[src/rtl/axil2sreg_bridge_if.sv]
// AXI4-Lite slave-side channel bundle used between the PS port and the register-bus bridge.
interface axil2sreg_bridge_if;
    logic [31:0] s_awaddr;
    logic        s_awvalid;
    logic        s_awready;
    logic [31:0] s_wdata;
    logic [3:0]  s_wstrb;
    logic        s_wvalid;
    logic        s_wready;
    logic [1:0]  s_bresp;
    logic        s_bvalid;
    logic        s_bready;
    logic [31:0] s_araddr;
    logic        s_arvalid;
    logic        s_arready;
    logic [31:0] s_rdata;
    logic [1:0]  s_rresp;
    logic        s_rvalid;
    logic        s_rready;

    modport slave (
        input  s_awaddr, s_awvalid, s_wdata, s_wstrb, s_wvalid, s_bready,
        input  s_araddr, s_arvalid, s_rready,
        output s_awready, s_wready, s_bresp, s_bvalid,
        output s_arready, s_rdata, s_rresp, s_rvalid
    );

    modport master (
        output s_awaddr, s_awvalid, s_wdata, s_wstrb, s_wvalid, s_bready,
        output s_araddr, s_arvalid, s_rready,
        input  s_awready, s_wready, s_bresp, s_bvalid,
        input  s_arready, s_rdata, s_rresp, s_rvalid
    );
endinterface

[src/rtl/axil2sreg_bridge.sv]
// AXI4-Lite slave that serialises CPU accesses into single-word strobes on the simple
// en/wen/addr/din/dout register bus, one transaction in flight at a time.
module axil2sreg_bridge #(
    parameter int AW     = 18,
    parameter int RD_LAT = 1
) (
    input  logic                  clk,
    input  logic                  rst,
    axil2sreg_bridge_if.slave     axi,
    output logic                  reg_en,
    output logic                  reg_wen,
    output logic [AW-1:0]         reg_addr,
    output logic [31:0]           reg_din,
    input  logic [31:0]           reg_dout
);

    typedef enum logic [2:0] {
        IDLE,
        WR_STB,
        WR_RESP,
        RD_STB,
        RD_RESP
    } state_t;

    localparam logic       PRIO_WRITE = 1'b0;
    localparam logic       PRIO_READ  = 1'b1;
    localparam logic [1:0] RESP_OKAY  = 2'b00;
    localparam logic [1:0] RESP_SLV   = 2'b10;
    localparam logic [1:0] RD_LAST    = 2'(RD_LAT - 1);

    state_t        state;
    logic          aw_held;
    logic          w_held;
    logic          prio;
    logic [AW-1:0] wr_addr;
    logic [31:0]   wr_data;
    logic [3:0]    wr_strb;
    logic [1:0]    rd_cnt;

    logic aw_hs;
    logic w_hs;
    logic ar_hs;
    logic wr_full;
    logic aw_next;
    logic w_next;

    assign aw_hs   = axi.s_awvalid & axi.s_awready;
    assign w_hs    = axi.s_wvalid & axi.s_wready;
    assign ar_hs   = axi.s_arvalid & axi.s_arready;
    assign wr_full = aw_held & w_held;
    assign aw_next = aw_held | aw_hs;
    assign w_next  = w_held | w_hs;

    // Upper address bits belong to the register blocks' decode; byte-lane bits are dropped.
    logic unused_addr_bits;
    assign unused_addr_bits = ^{axi.s_awaddr[31:AW], axi.s_awaddr[1:0],
                                axi.s_araddr[31:AW], axi.s_araddr[1:0]};

    // Ready flags are registered one step ahead from the next-state holding flags, so they
    // are low during reset and only rise on the first clock after it.
    always_ff @(posedge clk or posedge rst) begin
        if (rst) begin
            state         <= IDLE;
            aw_held       <= 1'b0;
            w_held        <= 1'b0;
            prio          <= PRIO_WRITE;
            wr_addr       <= '0;
            wr_data       <= '0;
            wr_strb       <= '0;
            rd_cnt        <= '0;
            reg_en        <= 1'b0;
            reg_wen       <= 1'b0;
            reg_addr      <= '0;
            reg_din       <= '0;
            axi.s_awready <= 1'b0;
            axi.s_wready  <= 1'b0;
            axi.s_arready <= 1'b0;
            axi.s_bvalid  <= 1'b0;
            axi.s_bresp   <= RESP_OKAY;
            axi.s_rvalid  <= 1'b0;
            axi.s_rresp   <= RESP_OKAY;
            axi.s_rdata   <= '0;
        end else begin
            reg_en  <= 1'b0;
            reg_wen <= 1'b0;
            case (state)
                IDLE: begin
                    if (aw_hs) begin
                        aw_held <= 1'b1;
                        wr_addr <= {axi.s_awaddr[AW-1:2], 2'b00};
                    end
                    if (w_hs) begin
                        w_held  <= 1'b1;
                        wr_data <= axi.s_wdata;
                        wr_strb <= axi.s_wstrb;
                    end
                    // A read only gets through a complete write when prio says so.
                    if (ar_hs) begin
                        state         <= RD_STB;
                        reg_en        <= 1'b1;
                        reg_addr      <= {axi.s_araddr[AW-1:2], 2'b00};
                        rd_cnt        <= RD_LAST;
                        if (wr_full) begin
                            prio <= PRIO_WRITE;
                        end
                        axi.s_awready <= 1'b0;
                        axi.s_wready  <= 1'b0;
                        axi.s_arready <= 1'b0;
                    end else if (wr_full) begin
                        state <= WR_STB;
                        if (wr_strb == 4'hF) begin
                            reg_en   <= 1'b1;
                            reg_wen  <= 1'b1;
                            reg_addr <= wr_addr;
                            reg_din  <= wr_data;
                        end
                        if (axi.s_arvalid) begin
                            prio <= PRIO_READ;
                        end
                        axi.s_awready <= 1'b0;
                        axi.s_wready  <= 1'b0;
                        axi.s_arready <= 1'b0;
                    end else begin
                        axi.s_awready <= !aw_next;
                        axi.s_wready  <= !w_next;
                        axi.s_arready <= !(aw_next && w_next && (prio == PRIO_WRITE));
                    end
                end
                WR_STB: begin
                    state        <= WR_RESP;
                    aw_held      <= 1'b0;
                    w_held       <= 1'b0;
                    axi.s_bvalid <= 1'b1;
                    axi.s_bresp  <= (wr_strb == 4'hF) ? RESP_OKAY : RESP_SLV;
                end
                WR_RESP: begin
                    if (axi.s_bready) begin
                        state         <= IDLE;
                        axi.s_bvalid  <= 1'b0;
                        axi.s_awready <= 1'b1;
                        axi.s_wready  <= 1'b1;
                        axi.s_arready <= 1'b1;
                    end
                end
                RD_STB: begin
                    if (rd_cnt == 2'd0) begin
                        state        <= RD_RESP;
                        axi.s_rdata  <= reg_dout;
                        axi.s_rresp  <= RESP_OKAY;
                        axi.s_rvalid <= 1'b1;
                    end else begin
                        rd_cnt <= rd_cnt - 2'd1;
                        reg_en <= 1'b1;
                    end
                end
                RD_RESP: begin
                    // A write may have been parked while this read won the contest.
                    if (axi.s_rready) begin
                        state         <= IDLE;
                        axi.s_rvalid  <= 1'b0;
                        axi.s_awready <= !aw_held;
                        axi.s_wready  <= !w_held;
                        axi.s_arready <= !(wr_full && (prio == PRIO_WRITE));
                    end
                end
                default: begin
                    state <= IDLE;
                end
            endcase
        end
    end

endmodule
[src/flat_wrapper.sv]
// flat-port wrapper written by rule: the top's interface ports become plain ports
module axil2sreg_bridge_flat 
#(
    parameter int AW     = 18,
    parameter int RD_LAT = 1
)
  (clk, rst, reg_en, reg_wen, reg_addr, reg_din, reg_dout, axi_s_awaddr, axi_s_awvalid, axi_s_wdata, axi_s_wstrb, axi_s_wvalid, axi_s_bready, axi_s_araddr, axi_s_arvalid, axi_s_rready, axi_s_awready, axi_s_wready, axi_s_bresp, axi_s_bvalid, axi_s_arready, axi_s_rdata, axi_s_rresp, axi_s_rvalid);
  axil2sreg_bridge_if axi_i ();
  input  logic clk;
  input  logic rst;
  output logic reg_en;
  output logic reg_wen;
  output logic [AW-1:0] reg_addr;
  output logic [31:0] reg_din;
  input  logic [31:0] reg_dout;
  input wire logic [$bits(axi_i.s_awaddr)-1:0] axi_s_awaddr;
  input wire logic [$bits(axi_i.s_awvalid)-1:0] axi_s_awvalid;
  input wire logic [$bits(axi_i.s_wdata)-1:0] axi_s_wdata;
  input wire logic [$bits(axi_i.s_wstrb)-1:0] axi_s_wstrb;
  input wire logic [$bits(axi_i.s_wvalid)-1:0] axi_s_wvalid;
  input wire logic [$bits(axi_i.s_bready)-1:0] axi_s_bready;
  input wire logic [$bits(axi_i.s_araddr)-1:0] axi_s_araddr;
  input wire logic [$bits(axi_i.s_arvalid)-1:0] axi_s_arvalid;
  input wire logic [$bits(axi_i.s_rready)-1:0] axi_s_rready;
  output wire logic [$bits(axi_i.s_awready)-1:0] axi_s_awready;
  output wire logic [$bits(axi_i.s_wready)-1:0] axi_s_wready;
  output wire logic [$bits(axi_i.s_bresp)-1:0] axi_s_bresp;
  output wire logic [$bits(axi_i.s_bvalid)-1:0] axi_s_bvalid;
  output wire logic [$bits(axi_i.s_arready)-1:0] axi_s_arready;
  output wire logic [$bits(axi_i.s_rdata)-1:0] axi_s_rdata;
  output wire logic [$bits(axi_i.s_rresp)-1:0] axi_s_rresp;
  output wire logic [$bits(axi_i.s_rvalid)-1:0] axi_s_rvalid;
  assign axi_i.s_awaddr = axi_s_awaddr;
  assign axi_i.s_awvalid = axi_s_awvalid;
  assign axi_i.s_wdata = axi_s_wdata;
  assign axi_i.s_wstrb = axi_s_wstrb;
  assign axi_i.s_wvalid = axi_s_wvalid;
  assign axi_i.s_bready = axi_s_bready;
  assign axi_i.s_araddr = axi_s_araddr;
  assign axi_i.s_arvalid = axi_s_arvalid;
  assign axi_i.s_rready = axi_s_rready;
  assign axi_s_awready = axi_i.s_awready;
  assign axi_s_wready = axi_i.s_wready;
  assign axi_s_bresp = axi_i.s_bresp;
  assign axi_s_bvalid = axi_i.s_bvalid;
  assign axi_s_arready = axi_i.s_arready;
  assign axi_s_rdata = axi_i.s_rdata;
  assign axi_s_rresp = axi_i.s_rresp;
  assign axi_s_rvalid = axi_i.s_rvalid;
  axil2sreg_bridge #(.AW(AW), .RD_LAT(RD_LAT)) u_core (.clk(clk), .rst(rst), .axi(axi_i), .reg_en(reg_en), .reg_wen(reg_wen), .reg_addr(reg_addr), .reg_din(reg_din), .reg_dout(reg_dout));
endmodule
[config.mk]
export PLATFORM = sky130hd
export DESIGN_NAME = axil2sreg_bridge_flat
export DESIGN_NICKNAME = d
export VERILOG_FILES = /design/src/rtl/axil2sreg_bridge_if.sv /design/src/rtl/axil2sreg_bridge.sv /design/src/flat_wrapper.sv
export SDC_FILE = /design/constraint.sdc
export NUM_CORES = 1
export LEC_CHECK = 0
export CORE_ASPECT_RATIO = 0.8
export CORE_MARGIN = 2
export CORE_UTILIZATION = 35
export CTS_CLUSTER_SIZE = 28
export DETAILED_ROUTE_END_ITERATION = 12
export PLACE_DENSITY = 0.73
export SYNTH_ARGS = -nofsm -noshare
export SYNTH_HDL_FRONTEND = slang
export SYNTH_SLANG_ARGS = --single-unit
[constraint.sdc]
create_clock -name clk -period 5.34 [get_ports clk]
set_input_delay 0.801 -clock clk [delete_from_list [all_inputs] [get_ports clk]]
set_output_delay 0.801 -clock clk [all_outputs]
set_load 0.005 [all_outputs]
* Word level (Yosys, flattened, before mapping)
Cells that the tools add are included. W data, S select, Z words.
Word-level totals: input bits 139, flip-flop bits (word level) 151
Cells by class: bitwise operators 8, mux-type cells 46, reductions and logical operators 32, equal/unequal tests 13, add/sub/neg operators 1
Operators by type and width (count):
- $mux W18 | 3
- $mux W1 | 25
- $mux W3 | 5
- $pmux W3 S5 | 1
- $reduce_and A3 Y1 | 5
- $reduce_bool A2 Y1 | 7
- $reduce_and A2 Y1 | 6
- $pmux W1 S2 | 5
- $pmux W1 S3 | 3
- $ne A2 B1 Y1 const B | 4
- $reduce_and A4 Y1 | 2
- $eq A3 B2 Y1 const B | 2
- $logic_not A1 Y1 | 6
- $mux W2 | 3
- $ne A2 B2 Y1 const B | 3
- $and A1 B1 Y1 | 4
- $eq A4 B4 Y1 const B | 1
- $pmux W2 S2 | 1
- $eq A3 B1 Y1 const B | 1
- $eq A3 B3 Y1 const B | 1
- $logic_and A1 B1 Y1 | 3
- $logic_not A3 Y1 | 1
- $ne A3 B1 Y1 const B | 1
- $reduce_bool A3 Y1 | 1
- other kinds (4) | 6

* Depth between registers and ports, before layout
word-level depth 8, depth in mapped cells 5, depth with buffers taken out 5

* Least setup slack after synthesis
No wires, ideal clock.
path type input-to-reg, start input axi_s_arvalid, end register u_core.reg_din[0], setup time 0.127 ns, slack 3.324 ns, stages on the path 5, arrival time 1.888 ns, buffers on the path 1, required time 5.213 ns, path through nand2_1 nand4_2 nor2_8 buf_6 mux2_1
On the way: longest elaborated chain between the ends 3
Ends and longest elaborated chain:
- start: declaration | line flat_wrapper.sv:23 | input wire logic [$bits(axi_i.s_arvalid)-1:0] axi_s_arvalid;
- $and A1 B1 Y1 | line axil2sreg_bridge.sv:49 | assign ar_hs = axi.s_arvalid & axi.s_arready;
- $not A1 Y1 (no line)
- $reduce_and A4 Y1 (no line)
- end signal: assignment | line axil2sreg_bridge.sv:115 | reg_din <= wr_data;
- end: declaration | line axil2sreg_bridge.sv:13 | output logic [31:0] reg_din,
No other way between the ends. A chain may end at the register's enable or synchronous reset.

* Final worst setup path
start input axi_s_arvalid, end register u_core.reg_din[23]
The elaborated chain is that of the path after synthesis.

==> flow_metrics.py <==
metrics = {
    "cts": {
        "cts_setup_buffers": 0,
        "cts.clk_slew.worst_paths_ns": 0.06,
        "htreeDepth": 4,
        "cts_resized": 0,
        "cts-root-buf": "clkbuf_16",
        "cts_buffer_depth": 2,
        "ctsHoldBuffers": 0,
        "cts.sinks": 148,
        "clk_latency_ns": 0.41,
        "cts_tree": "yes",
        "cts-buffers-inserted": 17,
    },
    "global_route": {
        "grt_pass1_vias": 4196,
        "grt_usage": 0.154,
        "overflow": 0,
        "antenna_found_initial": 0,
        "grt_max_degree": 73,
        "grt_pass1_wl_um": 21800,
    },
    "timing": {
        "relSlewSlack": 0.208,
        "fin_worst_skew_ns": 0.00460,
        "finalCritPeriodShare": 0.647,
        "timing.fmax_mhz": 289,
        "tightest_slew_ns": 1.18,
        "drv_slew": 0,
        "setup_violations": 0,
        "timing.hold.ws_ns": 0.482,
        "hold_violations": 0,
        "finalCriticalPeriod_ns": 3.45,
        "tns_ns": 0,
        "rsz0062_at_grt": "no",
    },
    "drt": {
        "vias": 3969,
        "firstDrtPassIters": 4,
        "dr_wl_met3_um": 1040,
        "drt_iter0_drc": 145,
        "viasPerCell": 4.81,
        "wl_per_cell_um": 16.5,
        "wl_met2_um": 6700,
        "postRouteAntennaNets": 0,
        "drc": 0,
        "met1_length_um": 5690,
        "highest_layer": "met4",
        "routed_wl_um": 13600,
    },
    "floorplanning": {
        "fp-row-count": 43,
        "num_io_pins": 232,
        "die_w_um": 151,
        "fp.dieArea_um2": 18400,
        "start_util": 0.354,
        "core_area_um2": 17200,
        "die_height_um": 122,
    },
    "placed_design": {
        "dpl.hpwl_um": 9450,
        "io_buffers": 194,
        "placed_cell_area_um2": 8110,
        "gp_congestion": 0.760,
        "placed_cells": 793,
    },
    "yosys": {
        "seq_area_frac_synth": 0.609,
        "syn_avg_cell_area_um2": 15.5,
        "synth_area_leaders": "dfrtp_1, mux2_2, mux2_4, mux2_1, a2bb2oi_1",
        "synth_cell_types": 43,
        "synthTopCellsByCount": "dfrtp_1, mux2_2, mux2_4",
        "syn_area_um2": 6080,
        "ys_warn_count": 0,
        "synth.most_common_cell": "dfrtp_1",
        "ys_seq_elements": 148,
        "netlist_instances": 393,
        "synth_ff_type": "dfrtp_1",
        "yosys.area.top_type_share": 0.609,
        "yosysTopAreaCell": "dfrtp_1",
        "async_flop_share": 1.00,
        "synth_edf_count": 0,
    },
    "layout": {
        "area_growth_syn_to_layout_pct": 43.3,
        "fill_cells": 1471,
        "fin_area_um2": 8710,
        "antennaDiodeCount": 0,
        "drive_gt1_frac": 0.212,
        "final_util": 0.507,
        "finalNetCount": 727,
        "stdcell_count": 825,
    },
    "critical_path": {
        "worst_r2r_path_depth": 4,
        "critPathRequiredTime_ns": 5.63,
        "worst_setup_path_start_kind": "input pin",
        "r2r_end": "u_core.reg_din[23]",
        "reg2reg_slack_ns": 2.29,
        "critPathLaunch": "axi_s_arvalid",
        "path_max_fanout": 33,
        "critical_path_class": "in -> reg",
        "arrival_ns": 3.74,
        "regToRegStartpoint": "u_core.axi.s_arready",
        "critPathCapture": "u_core.reg_din[23]",
        "critPathCaptureType": "flop",
    },
    "power": {
        "p_sw_frac": 0.278,
        "peakVddDrop_v": 0.000309,
        "p_leak_nw": 3.79,
        "p_per_area_nw_per_um2": 581,
        "power_frac_comb": 0.367,
        "internal_power_mw": 3.65,
        "p_seq_frac": 0.398,
        "power_frac_clock": 0.235,
        "p_sw_mw": 1.41,
    },
    "min_path": {
        "hold_path_depth": 1,
        "hp-class": "reg -> reg",
    },
    "job": {
        "maxCapViolCount": 0,
    },
    "status": {
        "status": "finished, final reports clean",
    },
}
[power groups by stage]
stage	registers, mW	logic [mW]	clock network [mW]
final	2.01	1.86	1.19
after global placement	1.99	1.83	0
after CTS	2.02	1.89	1.23
after global routing	2.09	2.01	1.29
after detailed placement	2.03	1.88	0
after floorplan	1.95	1.05	0
[routing by layer]
metal,vias to the layer above,track usage
met3,12,0.0562
li1,1810,-
met5,-,0
met2,130,0.245
met4,0,0.0596
met1,2017,0.191
[cells by family (layout without fill, tap and decap cells)]
logic type,count (synthesis),count (layout),synth area share
other cells,1,5,0.000617
flops,148,148,0.609
mux,116,116,0.233
fa+ha+maj,1,1,0.00206
buf+inv,29,232,0.0406
simple gates,34,34,0.0379
compound gates,64,64,0.0762
[state kept, by name, summed over array words and instances (netlist names), 2 cells and up]
signal,count
u_core.axi.s_rdata,32
u_core.rd_cnt,2
u_core.reg_addr,16
u_core.reg_din,32
u_core.state,3
u_core.wr_addr,16
u_core.wr_data,32
u_core.wr_strb,4
[area by class of cell]
cell class | count | area [µm²] | share of cell area
tap | 225 | 282 | 0.0323
multi-input combinational | 220 | 2140 | 0.246
clock buffer | 25 | 505 | 0.0580
clock inverter | 7 | 95.1 | 0.0109
sequential | 148 | 3700 | 0.425
timing repair buffer | 197 | 1960 | 0.226
inverter | 3 | 16.3 | 0.00187
[critical path, cell delays in order]
cell and delay, ns:
clkdlybuf4s50_1 0.44, nand2_1 0.67, nand4_2 0.69, nor2_8 0.73
mux2_1 0.38
[placed cells by master (no fill, tap or decap), types with 4 or more instances in the layout]
cell type,synthesis,routed
a21oi_1,4,4
a2bb2oi_1,16,16
nor2_1,4,4
clkbuf_8,0,5
mux2_2,57,57
dfrtp_1,148,148
clkdlybuf4s50_1,0,194
conb_1,1,5
clkbuf_16,0,17
nand2_1,11,11
o21ai_0,7,7
mux2_1,29,29
o22ai_1,16,16
mux2_4,30,30
[worst min-delay path by stage]
stage / slack, ns / start / endpoint
after floorplan: 0.46 / u_core.wr_data[12] / u_core.reg_din[12]
after global placement: 0.47 / u_core.reg_din[22] / u_core.reg_din[22]
after detailed placement: 0.47 / u_core.reg_din[22] / u_core.reg_din[22]
after CTS: 0.49 / u_core.reg_din[22] / u_core.reg_din[22]
after global routing: 0.50 / u_core.reg_din[5] / u_core.reg_din[5]
final: 0.48 / u_core.reg_din[22] / u_core.reg_din[22]
[stage by stage]
step	total power, mW	setup slack, ns
detailed placement	3.90	1.45
CTS	5.14	1.88
global route	5.39	1.70
finish	5.06	1.89
global placement	3.82	1.53
floorplan	3.00	0.559
Power figures use the tool's default switching activity.
